$ cat src/rtl/mem_port_arbiter.sv
// Purpose: shares one single-ported unified memory between fetch and load/store with a per-cycle grant.
// Latency: grant edge E0, memory access E0..E1, registered response valid E1..E2; one access per cycle.
// Backpressure: requesters hold req until gnt; data wins ties unless fetch has waited STARVE_MAX grants.
module mem_port_arbiter #(
    parameter int ADDR_W     = 8,
    parameter int DATA_W     = 32,
    parameter int DATA_BASE  = 128,
    parameter int STARVE_MAX = 4
) (
    input  logic              clk,
    input  logic              rst,
    input  logic              if_req,
    input  logic [ADDR_W-1:0] if_addr,
    output logic              if_gnt,
    output logic              if_rvalid,
    output logic [DATA_W-1:0] if_rdata,
    input  logic              dm_req,
    input  logic              dm_we,
    input  logic [2:0]        dm_func3,
    input  logic [ADDR_W-1:0] dm_addr,
    input  logic [DATA_W-1:0] dm_wdata,
    output logic              dm_gnt,
    output logic              dm_rvalid,
    output logic [DATA_W-1:0] dm_rdata,
    output logic [ADDR_W-1:0] mem_addr,
    output logic              mem_rd,
    output logic              mem_wr,
    output logic [2:0]        mem_func3,
    output logic [DATA_W-1:0] mem_wdata,
    input  logic [DATA_W-1:0] mem_rdata
);

    typedef enum logic [1:0] {
        IDLE    = 2'd0,
        SERVE_I = 2'd1,
        SERVE_D = 2'd2
    } state_t;

    localparam logic [ADDR_W-1:0] BASE_OFS   = ADDR_W'(DATA_BASE);
    localparam logic [3:0]        STARVE_LIM = 4'(STARVE_MAX);
    localparam logic [2:0]        F3_WORD    = 3'b010;

    state_t            state;
    state_t            state_nxt;
    logic [3:0]        starve_cnt;
    logic              fetch_forced;
    logic              if_win;
    logic              dm_win;
    logic              store_ok;

    logic [ADDR_W-1:0] i_addr_q;
    logic [ADDR_W-1:0] d_addr_q;
    logic              d_we_q;
    logic [2:0]        d_func3_q;
    logic [DATA_W-1:0] d_wdata_q;

    logic              if_rvalid_q;
    logic              dm_rvalid_q;
    logic [DATA_W-1:0] if_rdata_q;
    logic [DATA_W-1:0] dm_rdata_q;

    // Data has priority; fetch is forced through once it has lost STARVE_MAX grants in a row.
    always_comb begin
        fetch_forced = if_req && dm_req && (starve_cnt == STARVE_LIM);
        dm_win       = dm_req && !fetch_forced;
        if_win       = if_req && (!dm_req || fetch_forced);
    end

    assign if_gnt = if_win && !rst;
    assign dm_gnt = dm_win && !rst;

    // Only byte, half and word stores are legal; anything else completes without writing.
    assign store_ok = !d_func3_q[2] && (d_func3_q[1:0] != 2'b11);

    // State register
    always_ff @(posedge clk) begin
        if (rst) begin
            state <= IDLE;
        end else begin
            state <= state_nxt;
        end
    end

    // Next-state logic: the state names the access the memory sees next cycle
    always_comb begin
        state_nxt = IDLE;
        if (if_win) begin
            state_nxt = SERVE_I;
        end else if (dm_win) begin
            state_nxt = SERVE_D;
        end
    end

    // Output logic: memory-side strobes, all forced low while in reset
    always_comb begin
        mem_addr  = '0;
        mem_rd    = 1'b0;
        mem_wr    = 1'b0;
        mem_func3 = 3'b000;
        mem_wdata = '0;
        if (!rst) begin
            case (state)
                SERVE_I: begin
                    mem_addr  = i_addr_q;
                    mem_rd    = 1'b1;
                    mem_func3 = F3_WORD;
                end
                SERVE_D: begin
                    mem_addr  = d_addr_q + BASE_OFS;
                    mem_rd    = !d_we_q;
                    mem_wr    = d_we_q && store_ok;
                    mem_func3 = d_func3_q;
                    mem_wdata = d_wdata_q;
                end
                default: begin
                    mem_addr = '0;
                end
            endcase
        end
    end

    always_ff @(posedge clk) begin
        if (rst) begin
            starve_cnt <= 4'd0;
        end else if (!if_req || if_win) begin
            starve_cnt <= 4'd0;
        end else if (dm_win && (starve_cnt != STARVE_LIM)) begin
            starve_cnt <= starve_cnt + 4'd1;
        end
    end

    always_ff @(posedge clk) begin
        if (rst) begin
            i_addr_q  <= '0;
            d_addr_q  <= '0;
            d_we_q    <= 1'b0;
            d_func3_q <= 3'b000;
            d_wdata_q <= '0;
        end else begin
            if (if_win) begin
                i_addr_q <= if_addr;
            end
            if (dm_win) begin
                d_addr_q  <= dm_addr;
                d_we_q    <= dm_we;
                d_func3_q <= dm_func3;
                d_wdata_q <= dm_wdata;
            end
        end
    end

    // Responses capture the combinational read at the edge ending the access; rdata holds until the next one.
    always_ff @(posedge clk) begin
        if (rst) begin
            if_rvalid_q <= 1'b0;
            dm_rvalid_q <= 1'b0;
            if_rdata_q  <= '0;
            dm_rdata_q  <= '0;
        end else begin
            if_rvalid_q <= (state == SERVE_I);
            dm_rvalid_q <= (state == SERVE_D);
            if (state == SERVE_I) begin
                if_rdata_q <= mem_rdata;
            end
            if (state == SERVE_D) begin
                dm_rdata_q <= d_we_q ? '0 : mem_rdata;
            end
        end
    end

    assign if_rvalid = if_rvalid_q && !rst;
    assign dm_rvalid = dm_rvalid_q && !rst;
    assign if_rdata  = rst ? '0 : if_rdata_q;
    assign dm_rdata  = rst ? '0 : dm_rdata_q;

    always_ff @(posedge clk) begin
        if (!rst) begin
            assert (!(if_gnt && dm_gnt));
        end
    end

endmodule

$ cat config.mk
export PLATFORM = sky130hd
export DESIGN_NAME = mem_port_arbiter
export DESIGN_NICKNAME = d
export VERILOG_FILES = /design/src/rtl/mem_port_arbiter.sv
export SDC_FILE = /design/constraint.sdc
export NUM_CORES = 1
export LEC_CHECK = 0
export ABC_AREA = 1
export BUFFER_PORTS_ARGS = -buffer_cell sky130_fd_sc_hd__buf_2
export CORE_MARGIN = 1.5
export CORE_UTILIZATION = 54
export DETAILED_ROUTE_END_ITERATION = 12
export MAX_ROUTING_LAYER = met4
export PLACE_DENSITY = 0.85
export SLEW_MARGIN = 20
export SYNTH_ARGS = -nofsm -noshare
export SYNTH_HDL_FRONTEND = slang
export SYNTH_SLANG_ARGS = --single-unit
$ cat constraint.sdc
create_clock -name clk -period 2.43 [get_ports clk]
set_clock_uncertainty 0.05 [all_clocks]
set_input_delay 0.243 -clock clk [delete_from_list [all_inputs] [get_ports clk]]
set_output_delay 0.243 -clock clk [all_outputs]
set_load 0.1 [all_outputs]
==> results of run 1 <==
## critical path, cell delays in order, from the launching register on
cell      delay, ns
dfxtp_1        0.35
inv_1          0.06
ha_1           0.28
nor2_1         0.16
clkinv_2       0.20
a21oi_1        0.29
buf_12         0.22
## power groups by stage
stage | Combinational, mW | Clock [mW] | Sequential [mW]
floorplan | 0.676 | 0 | 2.22
global placement | 0.882 | 0 | 2.23
detailed placement | 0.897 | 0 | 2.23
CTS | 0.985 | 2.51 | 2.19
global route | 1.08 | 2.61 | 2.21
finish | 1.02 | 2.52 | 2.20
## layout make-up
type / instances / area share (%)
multi-input combinational: 526 / 29.30
sequential: 124 / 27.94
timing repair buffer: 277 / 27.61
inverter: 157 / 6.646
clock buffer: 18 / 4.703
tap: 136 / 1.915
clock inverter: 13 / 1.887
## sequential cells by signal, summed over array words and instances, names as in the netlist
register     count
starve_cnt       4
i_addr_q         8
d_func3_q        3
if_rvalid_q      1
d_we_q           1
dm_rdata_q      32
dm_rvalid_q      1
if_rdata_q      32
state            2
d_addr_q         8
d_wdata_q       32
## how the worst min path moves through the flow
stage,to,depth (start not counted)
global route,if_rdata_q[18]$_SDFFE_PP0N_,3
CTS,dm_rdata_q[18]$_SDFFE_PP0N_,3
floorplan,if_rdata_q[0]$_SDFFE_PP0N_,2
finish,d_wdata_q[6]$_SDFFE_PP0P_,5
detailed placement,starve_cnt[0]$_SDFFE_PP0P_,1
global placement,starve_cnt[0]$_SDFFE_PP0P_,1
## cell usage in the layout, fill, tap and decap left out, types with 4 or more instances in the layout
| cell type | count |
|---|---|
| inv_1 | 154 |
| nand4_1 | 8 |
| nand2_1 | 143 |
| buf_2 | 152 |
| dfxtp_1 | 124 |
| buf_4 | 13 |
| dlygate4sd3_1 | 62 |
| buf_12 | 47 |
| clkbuf_16 | 16 |
| clkinv_4 | 4 |
| nand3_1 | 56 |
| nor2_2 | 36 |
| o31ai_2 | 29 |
| a21oi_1 | 85 |
| nor2_1 | 153 |
## cells in the mapped netlist, types with 3 or more instances
cell,count,area [sq um]
buf_6,5,56.30
nand2_1,144,540.5
nor2_1,187,701.9
buf_2,22,110.1
ha_1,4,50.05
nand4_1,8,50.05
buf_1,5,18.77
nand3_1,56,280.3
dfxtp_1,124,2482
clkbuf_1,30,112.6
o31ai_2,29,362.9
a21oi_1,88,440.4
inv_1,154,578.1
o31ai_1,3,22.52
## through the flow
step                area (sq um)  TNS (ns)  setup slack [ns]
global placement            7657         0            0.6178
CTS                         8867         0           0.05740
global route                8886   -0.1371          -0.03901
detailed placement          7657         0            0.5455
finish                      8886         0           0.05225
floorplan                   5969    -2.342           -0.3190
## logic make-up (layout without fill, tap and decap cells)
group	count (synthesis)	in the layout
flops	124	124
xor+xnor	1	1
fa+ha+maj	4	4
buf+inv	220	465
compound gates	121	121
simple gates	400	400
## layer usage
layer / part of all wire (%) / wire length, um / GRT usage [%]
met3: 6.5 / 1303 / 7.869
met5: 0 / 0 / -
met1: 36 / 7130 / 34.77
met4: 7.2 / 1432 / 25.14
met2: 51 / 10080 / 59.78
## repair_timing
item,CTS,global route
hold buffers,62,0
resized for setup,2,6
endpoints found under the hold margin,88,0
cloned,0,0
setup endpoints to repair,8,10
==> metrics, run 1 <==
Layout Cells excl Fill 1251; DR iter-0 viols 549; I/O pin cnt 201; vias in the first global route 6381; global-route wire length before repair 30370 um; Unique masters post-synth 23; power share of the combinational group 17.8%; Post-Syn Nets 962; final hold slack 0.006539 ns; grt ovf 0; simple-gate share of the synthesized area 27.30%; fillcell total 546; core area 10420 sq um; Yosys reg bits 124; crit share post-route 97.85%; Post-Synth XOR/XNOR Area 0.1492%; GRT Total Usage 34.83%; Critical Path RT 2.14 ns; EDFF count, synth 0; Crit. End Element primary output; FFs w/ async S/R, synth 0%; number of vias per cell 5.251; DP Wirelength 10610 um; initial core utilization 56.37%; diodes inserted 0; register area 2482 sq um; P_leak 4.302 nW; worst reg-to-reg path cell count 7; share of layout cells above drive strength 1 28.70%; P_sw 1.705 mW; Hold Crit Class primary input to register; Seq/Total Area, Yosys 42.28%; clock power share 43.9%; Max-Cap Viols 0; hold_sp dm_wdata[6]; post-synthesis cell count 870; Layout Nets 1195; P_int 4.025 mW; row cnt 37; Hold Vio Cnt, Final 0; Seq pwr share 38.3%; H-tree lvl count 4; Post-CTS Setup Bufs 0; PortBufs 200; Clock Latency Late Sink 0.52 ns; CP endpoint mem_addr[4]; Worst setup startpoint state[0]$_SDFF_PP0_; status completed; DR WL/cell 15.94 um; # setup viols final 0; clock edge transition at the registers on the reported setup and hold paths 0.06 ns; post-synthesis adder-cell area fraction 0.8523%; worst relative slew slack 58.60%; die area 11510 sq um; CTS tree built; Bufs on Longest Clock Path 2; kind of critical path register to primary output; Power Density 644.8 nW/um^2; Reg-to-Reg Start state[1]$_SDFF_PP0_; reg2reg setup slack 0.38 ns; routability cong. 0.8133; Sw Share 29.75%; fmax 420.6 MHz; Post-Route Utilization 85.31%; die outline height 107.3 um; TritonRoute pass-1 iters 5; mux cell area share after synthesis 0%; unrepaired setup endpoints after global routing yes; Slew @ Worst Pin 0.6210 ns; crit start category register; largest net degree at the start of global routing 69; DRT antenna net count 0; fin crit period 2.378 ns; die width 107.3 um; Compound-Gate Fraction of Synth Area 14.19%; Area Overhead vs Synth 51.33%; Primary FF master, synth dfxtp_1; WL final 19950 um; routed vias 6569; Post-Synthesis Cell Area 5872 sq um; initial antenna violation count 0; CP max FO 9; Crit path arrival time 2.08 ns; DRC viols 0; Avg Inst Size Synth 6.749 sq um; Placed Cells 1158; Tot Pwr 5.730 mW; Clock Sinks 124; main combinational cell family by area after synthesis simple AND/OR/NAND/NOR gates; Critical R2R Capture if_rdata_q[20]$_SDFFE_PP0N_; cts bufs inserted 17; Slew Viols, Final 0; root buf cell clkbuf_8; Worst VDD drop 0.0005038 V; multi-input logic area 2604 sq um; Synth Warn # 0
No activity file was read; power rests on OpenSTA's default activity.
==> run 2: changes to the inputs <==
- CORE_MARGIN: 1.5 -> 3
- SLEW_MARGIN: 20 -> 5
==> metrics, run 2 (synthesis results as in run 1) <==
status completed (unchanged); CTS tree built (unchanged); DR iter-0 viols 496 (was 549); Placed Cells 1156 (was 1158); worst relative slew slack 33.41% (was 58.60%); WP buf/inv 4 (was 3); Worst VDD drop 0.0005857 V (was 0.0005038 V); cts bufs inserted 17 (unchanged); crit share post-route 97.84% (was 97.85%); GRT Total Usage 34.84% (was 34.83%); Crit. End Element primary output (unchanged); most common cell after layout, fill and taps aside inv_1 (unchanged); global-route wire length before repair 31970 um (was 30370 um); Clock Latency Late Sink 0.51 ns (was 0.52 ns); largest net degree at the start of global routing 72 (was 69); CP max FO 42 (was 9); kind of critical path primary input to primary output (was register to primary output); initial core utilization 56.12% (was 56.37%); DRT antenna net count 0 (unchanged); Fin Setup TNS 0 ns (unchanged); most frequent cells in the layout inv_1 (154), nor2_1 (151), buf_2 (151) (was inv_1 (154), nor2_1 (153), buf_2 (152)); die width 110.3 um (was 107.3 um); Hold Crit Class primary input to register (unchanged); Layout Nets 1204 (was 1195); Power Density 667.2 nW/um^2 (was 644.8 nW/um^2); vias in the first global route 6708 (was 6381); DP Wirelength 10670 um (was 10610 um); routed vias 6588 (was 6569); DR WL/cell 16.05 um (was 15.94 um); Crit path max-delay family buffers and inverters (unchanged); fin area 9090 sq um (was 8886 sq um); Slew Viols, Final 0 (unchanged); crit path cell chain dlygate4sd3_1 -> buf_6 -> buf_6 -> nor2_1 -> buf_2 (was inv_1 -> ha_1 -> nor2_1 -> clkinv_2 -> a21oi_1 -> buf_12); Bufs on Longest Clock Path 2 (unchanged); Slew @ Worst Pin 0.9988 ns (was 0.6210 ns); Critical Path RT 2.14 ns (about the same); share of layout cells above drive strength 1 28.65% (was 28.70%); placed cell area 7655 sq um (was 7657 sq um); fmax 420.6 MHz (about the same); die outline height 110.3 um (was 107.3 um); H-tree lvl count 4 (unchanged); routability cong. 0.8427 (was 0.8133); Area Overhead vs Synth 54.81% (was 51.33%); grt ovf 0 (unchanged); final hold slack 0.02327 ns (was 0.006539 ns); die area 12160 sq um (was 11510 sq um); number of vias per cell 5.224 (was 5.251); core area 10460 sq um (was 10420 sq um); TritonRoute pass-1 iters 5 (unchanged); Layout Cells excl Fill 1261 (was 1251); cell mode on critical path buf_6; root buf cell clkbuf_8 (unchanged); Hold Vio Cnt, Final 0 (unchanged); clock edge transition at the registers on the reported setup and hold paths 0.05 ns (was 0.06 ns); Post-CTS Setup Bufs 0 (unchanged); WL final 20230 um (was 19950 um); CP peak stage delay 0.56 ns (was 0.35 ns); # setup viols final 0 (unchanged); DRC viols 0 (unchanged); fin crit period 2.377 ns (was 2.378 ns); Crit path arrival time 2.08 ns (about the same); Max-Cap Viols 0 (unchanged); initial antenna violation count 1 (was 0); Crit-path slowest cell dlygate4sd3_1 (was dfxtp_1); PortBufs 200 (unchanged); row cnt 37 (unchanged); P_leak 4.392 nW (was 4.302 nW); crit start category primary input (was register); unrepaired setup endpoints after global routing yes (unchanged); Clock Sinks 124 (unchanged); biggest regs d_wdata_q (32), dm_rdata_q (32), if_rdata_q (32) (unchanged); I/O pin cnt 201 (unchanged)
[run 2: routing by layer]
layer,vias to the layer above,GRT usage (%),part of all wire (%),routed length (um)
li1,3142,-,-,-
met1,3002,34.66,35,7037
met2,332,60.70,52,10550
met3,112,8.212,6.6,1337
met4,0,22.96,6.5,1314
met5,-,-,0,0
[run 2: repair_timing]
action	in CTS	in global routing
hold buffers	73	0
pin swaps	0	0
endpoints found under the hold margin	102	0
resized for setup	2	14
setup endpoints to repair	8	24
[run 2: tightest hold or removal path, cell delays in order]
cell     delay, ns
buf_2         0.07
inv_1         0.03
nand3_1       0.06
nand2_1       0.06
nor2_1        0.07
[run 2: where the power goes]
group	leakage, nW	switching (mW)	internal [mW]	total [mW]
registers	1.02	0.0489	2.15	2.19
clock network	0.314	0.961	1.87	2.84
logic	3.06	0.707	0.328	1.04
total	4.39	1.72	4.35	6.06
[run 2: worst paths after layout]
check	start	endpoint	slack [ns]	cells past startpoint
min reg2reg	i_addr_q[4]$_SDFFE_PP0P_	i_addr_q[4]$_SDFFE_PP0P_	0.42	2
max reg2reg	state[1]$_SDFF_PP0_	if_rdata_q[3]$_SDFFE_PP0N_	0.45	8
max	rst	dm_rdata[7]	0.05	5
min	dm_func3[2]	d_func3_q[2]$_SDFFE_PP0P_	0.02	5
[run 2: final cells by class]
| type | instances | area [sq um] |
|---|---|---|
| sequential | 124 | 2482 |
| clock inverter | 14 | 244.0 |
| fill | 526 | 1373 |
| clock buffer | 17 | 414.1 |
| inverter | 157 | 590.6 |
| tap | 136 | 170.2 |
| antenna | 1 | 2.502 |
| timing repair buffer | 286 | 2571 |
| multi-input combinational | 526 | 2615 |
[run 2: metrics by stage]
step / setup WS (ns) / total power, mW / util [%]
finish: 0.05256 / 6.065 / 86.88
global route: -0.05525 / 6.267 / 86.88
CTS: 0.005562 / 6.041 / 86.49
detailed placement: 0.5012 / 3.129 / 73.16
global placement: 0.5809 / 3.112 / 73.16
floorplan: -0.3190 / 2.897 / -
